**src/rtl/memory_access_pkg.sv**
```systemverilog
// Shared types for the memory stage: access size encoding, FSM states,
// fixed datapath widths and the alignment-check helper.
package memory_access_pkg;

  localparam int unsigned XLEN  = 32;
  localparam int unsigned REG_W = 5;

  typedef enum logic [1:0] {
    SIZE_BYTE = 2'b00,
    SIZE_HALF = 2'b01,
    SIZE_WORD = 2'b10
  } data_size_e;

  typedef enum logic {
    MEM_IDLE = 1'b0,
    MEM_WAIT = 1'b1
  } mem_state_e;

  // Half needs addr[0]=0, word needs addr[1:0]=0; bytes are always aligned.
  function automatic logic is_misaligned(input data_size_e size, input logic [1:0] off);
    logic bad;
    bad = 1'b0;
    case (size)
      SIZE_HALF: bad = off[0];
      SIZE_WORD: bad = (off != 2'b00);
      default:   bad = 1'b0;
    endcase
    return bad;
  endfunction

endpackage

```
**src/rtl/memory_access_if.sv**
```systemverilog
// Data-memory request/acknowledge bus.
//   req   : request, held until ack          we    : 1 = write
//   addr  : word address (bits [1:0] = 0)    be    : byte enables
//   wdata : write data                       ack   : transaction complete
//   rdata : read word, valid with ack
// master = memory stage, slave = data memory.
interface memory_access_if;
  import memory_access_pkg::*;

  logic            req;
  logic            we;
  logic [XLEN-1:0] addr;
  logic [3:0]      be;
  logic [XLEN-1:0] wdata;
  logic            ack;
  logic [XLEN-1:0] rdata;

  modport master (output req, we, addr, be, wdata, input ack, rdata);
  modport slave  (input req, we, addr, be, wdata, output ack, rdata);
endinterface

```
**src/rtl/memory_access_lsu_align.sv**
```systemverilog
// lsu_align: purely combinational byte-lane formatting.
//   Store path: st_off, st_size, rs2          -> be, wdata
//   Load path : ld_off, ld_size, ld_unsigned,
//               rdata                          -> load_data
// Half accesses ignore offset bit 0 and word accesses ignore both offset
// bits, so a misaligned access targets the aligned-down location.
module lsu_align
  import memory_access_pkg::*;
(
  input  logic [1:0]      st_off,
  input  data_size_e      st_size,
  input  logic [XLEN-1:0] rs2,
  output logic [3:0]      be,
  output logic [XLEN-1:0] wdata,
  input  logic [1:0]      ld_off,
  input  data_size_e      ld_size,
  input  logic            ld_unsigned,
  input  logic [XLEN-1:0] rdata,
  output logic [XLEN-1:0] load_data
);

  logic [1:0]      st_eff;
  logic [1:0]      ld_eff;
  logic [XLEN-1:0] shifted;
  logic            sign;

  always_comb begin
    st_eff = st_off;
    be     = 4'b1111;
    wdata  = rs2;
    case (st_size)
      SIZE_BYTE: begin
        be    = 4'b0001 << st_eff;
        wdata = {4{rs2[7:0]}};
      end
      SIZE_HALF: begin
        st_eff = {st_off[1], 1'b0};
        be     = st_eff[1] ? 4'b1100 : 4'b0011;
        wdata  = {2{rs2[15:0]}};
      end
      default: begin
        st_eff = 2'b00;
        be     = 4'b1111;
        wdata  = rs2;
      end
    endcase
  end

  always_comb begin
    ld_eff    = ld_off;
    shifted   = '0;
    sign      = 1'b0;
    load_data = rdata;
    case (ld_size)
      SIZE_BYTE: begin
        shifted   = rdata >> {ld_eff, 3'b000};
        sign      = ~ld_unsigned & shifted[7];
        load_data = {{24{sign}}, shifted[7:0]};
      end
      SIZE_HALF: begin
        ld_eff    = {ld_off[1], 1'b0};
        shifted   = rdata >> {ld_eff, 3'b000};
        sign      = ~ld_unsigned & shifted[15];
        load_data = {{16{sign}}, shifted[15:0]};
      end
      default: load_data = rdata;
    endcase
  end

endmodule

```
**src/rtl/memory_access.sv**
```systemverilog
// memory_access: pipeline memory stage.
//   clk, rst_n        : clock, synchronous active-low reset
//   sel_rd_i          : destination register (0 = no writeback)
//   mem_re_i/mem_we_i : load / store request (mutually exclusive)
//   mem_size_i        : access size, mem_unsigned_i: zero-extend loads
//   alu_result_i      : address for memory ops, writeback data otherwise
//   rs2_i             : store data
//   stall_o           : execute must hold (high for every WAIT cycle)
//   dmem              : data-memory bus (master side)
//   wb_rd_o/wb_data_o/wb_we_o : registered writeback bundle
//   misalign_o        : misaligned-access pulse
// Build option MEM_MISALIGN_TRAP_EN: misaligned half/word accesses issue no
// request and pulse misalign_o; otherwise misalign_o is tied low.
module memory_access
  import memory_access_pkg::*;
(
  input  logic             clk,
  input  logic             rst_n,
  input  logic [REG_W-1:0] sel_rd_i,
  input  logic             mem_re_i,
  input  logic             mem_we_i,
  input  data_size_e       mem_size_i,
  input  logic             mem_unsigned_i,
  input  logic [XLEN-1:0]  alu_result_i,
  input  logic [XLEN-1:0]  rs2_i,
  output logic             stall_o,
  memory_access_if.master  dmem,
  output logic [REG_W-1:0] wb_rd_o,
  output logic [XLEN-1:0]  wb_data_o,
  output logic             wb_we_o,
  output logic             misalign_o
);

  mem_state_e       state;
  mem_state_e       state_next;

  logic [XLEN-1:0]  req_addr;
  logic [1:0]       req_off;
  data_size_e       req_size;
  logic             req_unsigned;
  logic [REG_W-1:0] req_rd;
  logic             req_we;
  logic [3:0]       req_be;
  logic [XLEN-1:0]  req_wdata;

  logic [3:0]       cap_be;
  logic [XLEN-1:0]  cap_wdata;
  logic [XLEN-1:0]  load_data;

  logic             mem_op;
  logic             accept;

  assign mem_op = mem_re_i | mem_we_i;

`ifdef MEM_MISALIGN_TRAP_EN
  logic trap;
  logic misalign_q;

  assign trap   = mem_op & is_misaligned(mem_size_i, alu_result_i[1:0]);
  assign accept = mem_op & ~trap;

  always_ff @(posedge clk) begin
    if (!rst_n) misalign_q <= 1'b0;
    else        misalign_q <= (state == MEM_IDLE) & trap;
  end

  assign misalign_o = misalign_q;
`else
  assign accept     = mem_op;
  assign misalign_o = 1'b0;
`endif

  lsu_align u_align (
    .st_off      (alu_result_i[1:0]),
    .st_size     (mem_size_i),
    .rs2         (rs2_i),
    .be          (cap_be),
    .wdata       (cap_wdata),
    .ld_off      (req_off),
    .ld_size     (req_size),
    .ld_unsigned (req_unsigned),
    .rdata       (dmem.rdata),
    .load_data   (load_data)
  );

  always_ff @(posedge clk) begin
    if (!rst_n) state <= MEM_IDLE;
    else        state <= state_next;
  end

  always_comb begin
    state_next = state;
    case (state)
      MEM_IDLE: if (accept)   state_next = MEM_WAIT;
      MEM_WAIT: if (dmem.ack) state_next = MEM_IDLE;
      default:                state_next = MEM_IDLE;
    endcase
  end

  always_ff @(posedge clk) begin
    if (!rst_n) begin
      req_addr     <= '0;
      req_off      <= '0;
      req_size     <= SIZE_BYTE;
      req_unsigned <= 1'b0;
      req_rd       <= '0;
      req_we       <= 1'b0;
      req_be       <= '0;
      req_wdata    <= '0;
      wb_rd_o      <= '0;
      wb_data_o    <= '0;
      wb_we_o      <= 1'b0;
    end else begin
      case (state)
        MEM_IDLE: begin
          if (!mem_op) begin
            wb_rd_o   <= sel_rd_i;
            wb_data_o <= alu_result_i;
            wb_we_o   <= (sel_rd_i != '0);
          end else begin
            wb_we_o <= 1'b0;
            if (accept) begin
              req_addr     <= {alu_result_i[XLEN-1:2], 2'b00};
              req_off      <= alu_result_i[1:0];
              req_size     <= mem_size_i;
              req_unsigned <= mem_unsigned_i;
              req_rd       <= sel_rd_i;
              req_we       <= mem_we_i;
              req_be       <= cap_be;
              req_wdata    <= cap_wdata;
            end
          end
        end
        MEM_WAIT: begin
          wb_we_o <= 1'b0;
          if (dmem.ack && !req_we) begin
            wb_rd_o   <= req_rd;
            wb_data_o <= load_data;
            wb_we_o   <= (req_rd != '0);
          end
        end
        default: wb_we_o <= 1'b0;
      endcase
    end
  end

  // stall is a function of state only; the rst_n gate keeps it low while
  // reset is held even before the reset edge has cleared the state.
  assign stall_o    = (state == MEM_WAIT) & rst_n;
  assign dmem.req   = (state == MEM_WAIT);
  assign dmem.we    = req_we;
  assign dmem.addr  = req_addr;
  assign dmem.be    = req_be;
  assign dmem.wdata = req_wdata;

endmodule
```
**src/flat_wrapper.sv**
```systemverilog
// flat-port wrapper written by rule: the top's interface ports become plain ports
module memory_access_flat import memory_access_pkg::*;
  (clk, rst_n, sel_rd_i, mem_re_i, mem_we_i, mem_size_i, mem_unsigned_i, alu_result_i, rs2_i, stall_o, wb_rd_o, wb_data_o, wb_we_o, misalign_o, dmem_req, dmem_we, dmem_addr, dmem_be, dmem_wdata, dmem_ack, dmem_rdata);
  memory_access_if dmem_i ();
  input  logic clk;
  input  logic rst_n;
  input  logic [REG_W-1:0] sel_rd_i;
  input  logic mem_re_i;
  input  logic mem_we_i;
  input  data_size_e mem_size_i;
  input  logic mem_unsigned_i;
  input  logic [XLEN-1:0] alu_result_i;
  input  logic [XLEN-1:0] rs2_i;
  output logic stall_o;
  output logic [REG_W-1:0] wb_rd_o;
  output logic [XLEN-1:0] wb_data_o;
  output logic wb_we_o;
  output logic misalign_o;
  output wire logic [$bits(dmem_i.req)-1:0] dmem_req;
  output wire logic [$bits(dmem_i.we)-1:0] dmem_we;
  output wire logic [$bits(dmem_i.addr)-1:0] dmem_addr;
  output wire logic [$bits(dmem_i.be)-1:0] dmem_be;
  output wire logic [$bits(dmem_i.wdata)-1:0] dmem_wdata;
  input wire logic [$bits(dmem_i.ack)-1:0] dmem_ack;
  input wire logic [$bits(dmem_i.rdata)-1:0] dmem_rdata;
  assign dmem_req = dmem_i.req;
  assign dmem_we = dmem_i.we;
  assign dmem_addr = dmem_i.addr;
  assign dmem_be = dmem_i.be;
  assign dmem_wdata = dmem_i.wdata;
  assign dmem_i.ack = dmem_ack;
  assign dmem_i.rdata = dmem_rdata;
  memory_access u_core (.clk(clk), .rst_n(rst_n), .sel_rd_i(sel_rd_i), .mem_re_i(mem_re_i), .mem_we_i(mem_we_i), .mem_size_i(mem_size_i), .mem_unsigned_i(mem_unsigned_i), .alu_result_i(alu_result_i), .rs2_i(rs2_i), .stall_o(stall_o), .dmem(dmem_i), .wb_rd_o(wb_rd_o), .wb_data_o(wb_data_o), .wb_we_o(wb_we_o), .misalign_o(misalign_o));
endmodule
```
**config.mk**
```make
export PLATFORM = sky130hd
export DESIGN_NAME = memory_access_flat
export DESIGN_NICKNAME = d
export VERILOG_FILES = /design/src/rtl/memory_access_pkg.sv /design/src/rtl/memory_access_if.sv /design/src/rtl/memory_access_lsu_align.sv /design/src/rtl/memory_access.sv /design/src/flat_wrapper.sv
export SDC_FILE = /design/constraint.sdc
export NUM_CORES = 1
export LEC_CHECK = 0
export BUFFER_PORTS_ARGS = -buffer_cell sky130_fd_sc_hd__buf_2
export CAP_MARGIN = 20
export CORE_ASPECT_RATIO = 1.1
export CORE_MARGIN = 3
export CORE_UTILIZATION = 50
export DETAILED_ROUTE_END_ITERATION = 6
export GPL_TIMING_DRIVEN = 0
export PLACE_DENSITY = 0.81
export SYNTH_ARGS = -nofsm -noshare
export SYNTH_HDL_FRONTEND = slang
export SYNTH_HIERARCHICAL = 1
export SYNTH_SLANG_ARGS = --single-unit
```
**constraint.sdc**
```tcl
create_clock -name clk -period 2.23 [get_ports clk]
set_input_delay 0.1115 -clock clk [delete_from_list [all_inputs] [get_ports clk]]
set_output_delay 0.1115 -clock clk [all_outputs]
set_load 0.01 [all_outputs]
```
=== Word level (Yosys, flattened, before mapping) ===
Cells that the tools add are included.

* Memories kept: 0
* Word-level logic and storage cells: 49
* RAM bits: 0
* Bits in registers: 116
* Latch bits: 0
* Bits in read-only memories: 0

* $lt $le $gt $ge: 0
* Equality and inequality tests: 4
* Divide/modulo/power cells: 0
* Add/sub/neg operators: 0
* Multiplexer cells: 16
* Multiply operators: 0
* Bitwise logic cells: 6
* Shift operators: 3
* Reductions and logical operators: 8

{| class="wikitable"
|+ Operators with widths
! operator !! number
|-
| one-hot mux 32 bit (2 select lines) || 3
|-
| two-way mux 32 bit || 2
|-
| right shift 32 x 5 -> 16 bit || 1
|-
| right shift 32 x 5 -> 8 bit || 1
|-
| two-way mux 5 bit || 2
|-
| one-hot mux 5 bit (2 select lines) || 1
|-
| nonzero test 5 bit || 2
|-
| one-hot mux 4 bit (2 select lines) || 1
|-
| == test 2 x 1 -> 1 bit (second input constant) || 2
|-
| logical NOT 2 bit || 2
|-
| two-way mux 1 bit || 4
|-
| two-way mux 4 bit || 1
|-
| inequality test 2 bit (second input constant) || 2
|-
| one-hot mux 1 bit (2 select lines) || 2
|-
| AND reduction 2 bit || 2
|-
| left shift 1 x 2 -> 4 bit (first input constant) || 1
|-
| bitwise AND 1 bit || 3
|-
| NOT 1 bit || 2
|-
| logical AND 1 bit || 1
|-
| logical NOT 1 bit || 1
|-
| bitwise OR 1 bit || 1
|}

=== Logic depth before layout (Yosys ltp) ===
Gate-level depths: netlist of the first run.

* Word-level depth: 5
* Gate-level depth with buffers: 8
* Depth with buffers taken out: 6

=== By module ===
The synthesis of the first run kept the hierarchy.

{| class="wikitable"
|+ Modules (own cells, without submodules)
! module !! times used !! cells each !! area an instance (µm²)
|-
| memory_access || 1 || 522 || 4783.3
|-
| lsu_align || 1 || 164 || 1192.4
|}

=== Least setup slack after synthesis of the first run ===
OpenSTA, ideal clock, no wires.

* Path kind: reg2reg
* Start: register u_core.req_off[1]
* End: register u_core.wb_data_o[15]
* Clock period less this slack: 1.729 ns
* Setup slack: 0.501 ns
* Library setup time: 0.116 ns
* Arrival: 1.613 ns
* Path buffers: 0
* Stages on the path, launching flop included: 7
* Cells stage by stage: dfxtp_1 -> mux4_2 -> nor4b_4 -> a221o_1 -> mux2i_1 -> o21ai_0 -> o211a_1

* Longest elaborated chain between the ends: 5
* Elaborated cells on any way between the ends: 6
* Classes of those cells: shift (2); mux (3); bitwise (1)

{| class="wikitable"
|+ RTL lines
! item !! line !! source
|-
| start, declared || memory_access.sv:38 || <nowiki>logic [1:0] req_off;</nowiki>
|-
| start signal, assigned || memory_access.sv:124 || <nowiki>req_off <= alu_result_i[1:0];</nowiki>
|-
| right shift 32 x 5 -> 8 bit || memory_access_lsu_align.sv:56 || <nowiki>shifted = rdata >> {ld_eff, 3'b000};</nowiki>
|-
| bitwise AND 1 bit || memory_access_lsu_align.sv:57 || <nowiki>sign = ~ld_unsigned & shifted[7];</nowiki>
|-
| one-hot mux 32 bit (2 select lines) (*) || memory_access_lsu_align.sv:54 || <nowiki>case (ld_size)</nowiki>
|-
| named net u_core.load_data[15] || memory_access.sv:48 || <nowiki>logic [XLEN-1:0] load_data;</nowiki>
|-
| two-way mux 32 bit (*) || memory_access.sv:136 || <nowiki>if (dmem.ack && !req_we) begin</nowiki>
|-
| one-hot mux 32 bit (2 select lines) (*) || memory_access.sv:114 || <nowiki>case (state)</nowiki>
|-
| end signal, assigned || memory_access.sv:118 || <nowiki>wb_data_o <= alu_result_i;</nowiki>
|-
| end signal, assigned || memory_access.sv:138 || <nowiki>wb_data_o <= load_data;</nowiki>
|-
| end, declared || memory_access.sv:29 || <nowiki>output logic [XLEN-1:0] wb_data_o,</nowiki>
|}

The timed path passes the listed nets; every way through them passes the cells marked *. The select of a mux whose other input is x is not followed.
A chain may end at the register's enable or synchronous reset.

=== Worst setup path in the final report of the first run ===
* Start: register u_core.req_size[1]
* End: register u_core.wb_data_o[14]

* Longest elaborated chain between the ends: 4
* Elaborated cells on any way between the ends: 5
* Classes of those cells: eq/ne (1); mux (3); reduce/logical (1)

{| class="wikitable"
|+ RTL lines
! item !! line !! source
|-
| start, declared || memory_access.sv:39 || <nowiki>data_size_e req_size;</nowiki>
|-
| start signal, assigned || memory_access.sv:125 || <nowiki>req_size <= mem_size_i;</nowiki>
|-
| == test 2 x 1 -> 1 bit or logical NOT 2 bit (tied branches) || n/a ||
|-
| one-hot mux 32 bit (2 select lines) (*) || memory_access_lsu_align.sv:54 ||
|-
| named net u_core.load_data[14] || memory_access.sv:48 ||
|-
| two-way mux 32 bit (*) || memory_access.sv:136 ||
|-
| one-hot mux 32 bit (2 select lines) (*) || memory_access.sv:114 ||
|}

Marks and branches as above.

==> results of run 1 <==
[power breakdown]
| group | switching [mW] | leakage [nW] | internal (mW) | total [mW] |
|---|---|---|---|---|
| Combinational | 0.748 | 2.92 | 0.628 | 1.38 |
| Clock | 0.961 | 0.306 | 1.90 | 2.86 |
| Sequential | 0.0940 | 0.957 | 2.25 | 2.34 |
[layer usage]
metal  vias to the layer above  share of wire, %
li1                       2935                 -
met1                      2864                39
met2                       298                48
met3                        60               9.3
met4                         2               3.8
met5                         -             0.057
[state kept, by name (all words and copies together) (netlist names)]
register / cells
u_core/dmem.wdata: 32
u_core/wb_data_o: 32
u_core/dmem.addr: 30
u_core/req_rd: 5
u_core/wb_rd_o: 5
u_core/dmem.be: 4
u_core/req_off: 2
u_core/req_size: 2
u_core/dmem.req: 1
u_core/dmem.we: 1
u_core/req_unsigned: 1
u_core/wb_we_o: 1
[area by class of cell]
class                      count  area share, %
tap                          150          2.268
inverter                       4         0.1815
antenna                        1        0.03024
clock buffer                  24          6.064
buffer                        72          4.869
multi-input combinational    495          39.15
timing repair buffer         255          17.90
sequential                   116          28.07
clock inverter                 8          1.467
[Yosys cell counts, types with 11 or more instances]
| cell | number |
|---|---|
| sky130_fd_sc_hd__clkbuf_1 | 28 |
| sky130_fd_sc_hd__mux2i_1 | 63 |
| sky130_fd_sc_hd__a21boi_1 | 77 |
| sky130_fd_sc_hd__nor2b_1 | 11 |
| sky130_fd_sc_hd__buf_2 | 22 |
| sky130_fd_sc_hd__mux2_1 | 16 |
| sky130_fd_sc_hd__buf_4 | 18 |
| sky130_fd_sc_hd__o21ai_0 | 27 |
| sky130_fd_sc_hd__o211a_1 | 37 |
| sky130_fd_sc_hd__o21ai_1 | 35 |
| sky130_fd_sc_hd__nand2_1 | 177 |
| sky130_fd_sc_hd__dfxtp_1 | 116 |
[kinds of logic (layout without fill, tap and decap cells)]
logic type,count (synthesis),after routing,share of synthesized area [%]
other,1,4,0.06275
AO/OA/AOI/OAI,211,211,26.21
buffers and inverters,77,363,7.056
AND/OR/NAND/NOR,201,201,13.86
multiplexers,80,80,13.94
flip-flops,116,116,38.86
[worst register-to-register path: stages (launching register included)]
cell	delay, ns
sky130_fd_sc_hd__dfxtp_1	0.33
sky130_fd_sc_hd__clkbuf_1	0.35
sky130_fd_sc_hd__nor2b_1	0.08
sky130_fd_sc_hd__buf_2	0.18
sky130_fd_sc_hd__a22o_1	0.21
sky130_fd_sc_hd__a221o_1	0.29
sky130_fd_sc_hd__mux2i_1	0.15
sky130_fd_sc_hd__o21ai_0	0.12
sky130_fd_sc_hd__o211a_1	0.13
[how the worst max path moves through the flow]
stage	cells after the start	slack (ns)	endpoint
after global placement	7	0.33	u_core/wb_data_o[28]
final	8	0.28	u_core/wb_data_o[14]
after detailed placement	7	0.28	u_core/wb_data_o[28]
after CTS	7	0.26	u_core/wb_data_o[30]
after global routing	7	0.13	u_core/wb_data_o[29]
after floorplan	6	0.50	u_core/wb_data_o[15]
[what timing repair did]
| item | CTS | global route |
|---|---|---|
| hold buffers | 41 | 0 |
| hold endpoints to repair | 41 | 0 |
| setup endpoints to repair | 0 | 1 |
[stage by stage]
step                cell area, um^2  hold slack (ns)
global route                   8274          0.05565
floorplan                      5983           0.2463
global placement               7242           0.3556
detailed placement             7242           0.3670
finish                         8274          0.04988
CTS                            8275          0.02988
==> results.env, run 1 <==
CRIT_REQUIRED_NS=2.53
REPORT.FINAL.SLEW_VIOL_COUNT=0
FMAX_GHz=0.5117
DETAILED_PLACE_HPWL_UM=14010
HP-START='mem_we_i'
ANTENNA_FOUND_INITIAL=2
SYNTHFLOPTYPE='sky130_fd_sc_hd__dfxtp_1'
MOST-COMMON-LAYOUT-CELLS='sky130_fd_sc_hd__buf_2 (236), sky130_fd_sc_hd__nand2_1 (177), sky130_fd_sc_hd__dfxtp_1 (116)'
HIGHEST_CELL_DELAY_ON_THE_WORST_TIMING_PATH_NS=0.35
ANTENNA_VIOLATING_NETS_POST_ROUTE=0
SYNTHTOPCELLSBYAREA='sky130_fd_sc_hd__dfxtp_1 (39%), sky130_fd_sc_hd__nand2_1 (11%), sky130_fd_sc_hd__mux2i_1 (11%)'
FP.DIEAREA_MM2=0.01330
DESIGN.PORTCOUNT=219
RATIO_OF_CELLS_WITH_DRIVE_ABOVE_1_IN_THE_FINAL_LAYOUT_PCT=30.08
REPORT.POWER.TOTAL_mW=6.583
CTS-HTREE-LEVELS=4
WORST_SLEW_MARGIN_REL_PCT=48.55
IR_WORST_VDD_V=0.0005026
GP_ROUTABILITY_CONGESTION=0.8945
NUM_ROWS=41
WORSTPATHBUFFERINVERTERCOUNT=2
SYNTH_TOP_AREA_SHARE_PCT=38.86
SETUP.WORST_PATH.CLASS='reg2reg'
POST-ROUTE-UTIL_PCT=71.37
HOLD_PATH_DEPTH=3
FINALHOLDVIOLCOUNT=0
POST_CTS_RESIZE_COUNT=0
TOTAL_LEAKAGE_POWER_nW=4.186
TIMING.HOLD.WORST.CLASS='in2reg'
POST_CTS_CLOCK_SLEW_AT_THE_LAUNCH_AND_CAPTURE_REGISTERS_OF_THE_WORST_SETUP_AND_HOLD_PATHS_NS=0.05
DIE_HEIGHT_UM=120.7
FINAL-SEQ-AREA_MM2=0.002322
CTS_POST_SETUP_BUFFERS_INSERTED=0
CRITPATHLAUNCHTYPE='flop'
FINAL_CELLS=1125
WL_UM=19390
YS_ASYNC_SR_FRACTION_PCT=0
INITIAL_CORE_UTIL_PCT=51.54
GLOBAL_ROUTE_MET1_USAGE_PCT=33.04
ARRIVAL_NS=2.26
NUMBER_OF_REGISTER_BITS_INFERRED_BY_SYNTHESIS=116
SETUP_TOTAL_NEGATIVE_SLACK_NS=0
ROUTE.DETAILED.DRC=0
CRITICAL_PATH_PEAK_FANOUT=9
TIMING.CRITICAL_PATH.FROM='u_core/req_size[1]'
POST_SYNTHESIS_SEQUENTIAL_AREA_RATIO_PCT=38.86
POST-ROUTE-PERIOD-UTIL_PCT=87.64
ROUTED-VIA-COUNT=6159
CLOCK_INSERTION_DELAY_WORST_SKEW_NS=0.41
FINAL_COMMON_CELL='sky130_fd_sc_hd__buf_2'
FF2FF_PATH_DEPTH=8
YOSYS.AREA.TOP_TYPE='sky130_fd_sc_hd__dfxtp_1'
CORE_AREA_MM2=0.01159
MULTI_INPUT_COMB_AREA_MM2=0.003239
PLACEMENT.SETUP.WORST_SLACK_NS=0.2759
GRT_PASS1_WL_UM=29750
SETUP_WS_NS=0.2756
YOSYS.CELL_TYPES.COUNT=35
TIMING.RR.END='u_core/wb_data_o[14]'
PLACEMENT.IO_BUFFERS=214
DRT_ITER0_MARKERS=417
POSTSYNTHAREAPERCELL_UM2=8.711
VIAS_PER_CELL=5.475
POST_ROUTE_CLOCK_SKEW_NS=0.008399
GLOBAL_ROUTE.PEAK_USAGE_LAYER='met2'
POSTSYNTHCELLCOUNT=686
CLOCK_SINK_COUNT=116
GRTUSAGETOTAL_PCT=28.70
WHS_ENDPOINT='u_core/dmem.we'
FINAL.FILL_COUNT=929
GRT_SETUP_UNREPAIRED='no'
SYNTHESIS_WARNINGS=6
OUTCOME='completed'
SYNTHTOLAYOUTAREAGROWTH_PCT=38.46
CTS-BUFFERS-INSERTED=17
CLK_ROOT_BUFFER_CELL='sky130_fd_sc_hd__clkbuf_16'
POST_SYNTH_INSTANCE_AREA_MM2=0.005976
SYNTH_EDF_COUNT=0
CTS_TREE='yes'
CRIT_PATH_END_KIND='flop'
WORST_REG2REG_PATH_STARTPOINT='u_core/req_size[1]'
POWER-PER-CELL-AREA_mW_PER_MM2=795.6
GROUTE.LAYER.MET2.USAGE_PCT=47.80
PLACEDCELLCOUNT=1052
FIRST_GLOBAL_VIAS=5984
TIMING.REG2REG.SETUP_SLACK_NS=0.28
GRT-OVFL-TOTAL=0
AVGROUTEDWIREPERCELL_UM=17.24
CLOCK_TREE.BUFFER_DEPTH=2
TOTAL_OF_MAX_CAP_VIOLATIONS=0
TIMING.FINAL.CRIT_PERIOD_NS=1.954
NNETSFINAL=1070
FLOORPLAN.DIE.WIDTH_UM=110.2
GRT_START_MAX_NET_PINS=17
SETUP-VIOLATIONS-FINAL=0
TIGHTEST_SLEW_NS=0.7690
DRT_PASS1_ITERATIONS=5
PATH_CELLS='clkbuf_1, nor2b_1, buf_2, a22o_1, a221o_1, mux2i_1, o21ai_0, o211a_1'
CRIT_FAMILY='compound AO/OA/AOI/OAI gates'
GR-USAGE-MET3_PCT=9.023
CRITICAL-PATH-SLOWEST-CELL='sky130_fd_sc_hd__clkbuf_1'
(Power assumes the default switching activity.)
==> run 2: changes to the inputs <==
--- a/config.mk
+++ b/config.mk
@@ -12,7 +12,7 @@
 export CORE_UTILIZATION = 50
 export DETAILED_ROUTE_END_ITERATION = 6
 export GPL_TIMING_DRIVEN = 0
-export PLACE_DENSITY = 0.81
+export PLACE_DENSITY = 0.9
 export SYNTH_ARGS = -nofsm -noshare
 export SYNTH_HDL_FRONTEND = slang
 export SYNTH_HIERARCHICAL = 1
==> results.env, run 2 (synthesis results as in run 1) <==
OUTCOME='completed'
TIMING.FINAL.CRIT_PERIOD_NS=2.068
DPL-INSTANCE-AREA_MM2=0.007242
VIAS_PER_CELL=5.581
IR_WORST_VDD_V=0.0004131
NNETSFINAL=1071
SYNTHTOLAYOUTAREAGROWTH_PCT=37.86
GRT_START_MAX_NET_PINS=17
HP-START='mem_we_i'
CTS_TREE='yes'
POST-ROUTE-PERIOD-UTIL_PCT=92.75
SETUP.WORST_PATH.CLASS='reg2reg'
FLOORPLAN.DIE.WIDTH_UM=110.2
DRT_ITER0_MARKERS=477
FMAX_GHz=0.4835
SETUP-VIOLATIONS-FINAL=0
DIE_HEIGHT_UM=120.7
TOTAL_OF_MAX_CAP_VIOLATIONS=0
FINAL_CELLS=1126
ANTENNA_FOUND_INITIAL=1
WORST_REG2REG_PATH_STARTPOINT='u_core/req_size[1]'
WL_UM=20370
POST_CTS_RESIZE_COUNT=0
MULTI_INPUT_COMB_AREA_MM2=0.003239
DRT_PASS1_ITERATIONS=6
AVGROUTEDWIREPERCELL_UM=18.09
FP.DIEAREA_MM2=0.01330
CLOCK_TREE.BUFFER_DEPTH=2
CLK_ROOT_BUFFER_CELL='sky130_fd_sc_hd__clkbuf_16'
FINAL_COMMON_CELL='sky130_fd_sc_hd__buf_2'
TIMING.HOLD.WORST.CLASS='in2reg'
GRT_SETUP_UNREPAIRED='no'
SETUP_TOTAL_NEGATIVE_SLACK_NS=0
ROUTE.DETAILED.DRC=0
CTS_HOLD_BUFFERS=41
TIMING.CRITICAL_PATH.FROM='u_core/req_size[1]'
TIGHTEST_SLEW_NS=0.8000
INITIAL_CORE_UTIL_PCT=51.54
WORST_SLEW_MARGIN_REL_PCT=46.47
PLACEDCELLCOUNT=1052
DESIGN.PORTCOUNT=219
GRT_PASS1_WL_UM=30990
CRITICAL_PATH_PEAK_FANOUT=10
CTS-BUFFERS-INSERTED=17
POST_ROUTE_CLOCK_SKEW_NS=0.01013
POST_CTS_CLOCK_SLEW_AT_THE_LAUNCH_AND_CAPTURE_REGISTERS_OF_THE_WORST_SETUP_AND_HOLD_PATHS_NS=0.05
CTS_POST_SETUP_BUFFERS_INSERTED=0
FINALHOLDVIOLCOUNT=0
PLACEMENT.IO_BUFFERS=214
TOTAL_LEAKAGE_POWER_nW=4.157
POST_LAYOUT_INST_AREA_MM2=0.008238
CLOCK_SINK_COUNT=116
CRIT_PATH_END_KIND='flop'
ROUTED-VIA-COUNT=6284
CTS-HTREE-LEVELS=4
FIRST_GLOBAL_VIAS=6176
CRITPATHLAUNCHTYPE='flop'
CORE_AREA_MM2=0.01159
POWER-PER-CELL-AREA_mW_PER_MM2=777.9
CLOCK_INSERTION_DELAY_WORST_SKEW_NS=0.42
CRIT_REQUIRED_NS=2.53
FINAL-SEQ-AREA_MM2=0.002322
RATIO_OF_CELLS_WITH_DRIVE_ABOVE_1_IN_THE_FINAL_LAYOUT_PCT=30.26
GRTUSAGETOTAL_PCT=30.00
DETAILED_PLACE_HPWL_UM=14430
GRT-OVFL-TOTAL=0
FINAL.FILL_COUNT=902
ARRIVAL_NS=2.37
MOST-COMMON-LAYOUT-CELLS='sky130_fd_sc_hd__buf_2 (236), sky130_fd_sc_hd__nand2_1 (177), sky130_fd_sc_hd__dfxtp_1 (116)'
GP_ROUTABILITY_CONGESTION=0.9599
REPORT.FINAL.SLEW_VIOL_COUNT=0
NUM_ROWS=41
ANTENNA_VIOLATING_NETS_POST_ROUTE=0
## run 2: layer usage
metal  vias to the layer above  GRT usage (%)  part of all wire [%]
met5                         -              0                     0
li1                       2937              -                     -
met4                         0          16.78                   4.9
met3                        84          8.649                   9.0
met1                      2940          33.48                    38
met2                       323          50.46                    48
## run 2: worst paths after layout
path	end	depth (start not counted)	slack, ns
max reg2reg	u_core/wb_data_o[23]	7	0.16
min reg2reg	u_core/dmem.be[1]	2	0.45
max	u_core/wb_data_o[23]	7	0.16
min	u_core/dmem.we	3	0.05
## run 2: where the power goes
part	internal (mW)	total [mW]	switching [mW]
logic	0.629	1.40	0.771
clock network	1.65	2.67	1.02
registers	2.25	2.34	0.0938
total	4.53	6.41	1.88
## run 2: layout make-up
cell class,instances,area share (%)
Buffer,73,4.936
Tap cell,150,2.278
Sequential cell,116,28.19
Inverter,4,0.1823
Antenna cell,1,0.03038
Clock inverter,15,1.914
Multi-Input combinational cell,495,39.32
Timing Repair Buffer,255,17.98
Clock buffer,17,5.164
## run 2: critical path, stage by stage, from the launching register on
cell and delay [ns]:
sky130_fd_sc_hd__dfxtp_1 0.33, sky130_fd_sc_hd__clkbuf_1 0.32, sky130_fd_sc_hd__a211o_1 0.34, sky130_fd_sc_hd__clkbuf_1 0.38
sky130_fd_sc_hd__o22ai_1 0.14, sky130_fd_sc_hd__mux2i_1 0.19, sky130_fd_sc_hd__o21ai_0 0.13, sky130_fd_sc_hd__o211a_1 0.14
## run 2: through the flow
stage               setup WS (ns)  util (%)  hold slack (ns)  power, mW
global route              0.07839     71.06          0.07443      6.661
floorplan                  0.5011         -           0.2463      3.180
global placement           0.3671     62.46           0.3554      3.652
finish                     0.1616     71.06          0.04615      6.409
CTS                        0.2859     71.03          0.02473      6.404
detailed placement         0.3300     62.46           0.3668      3.686
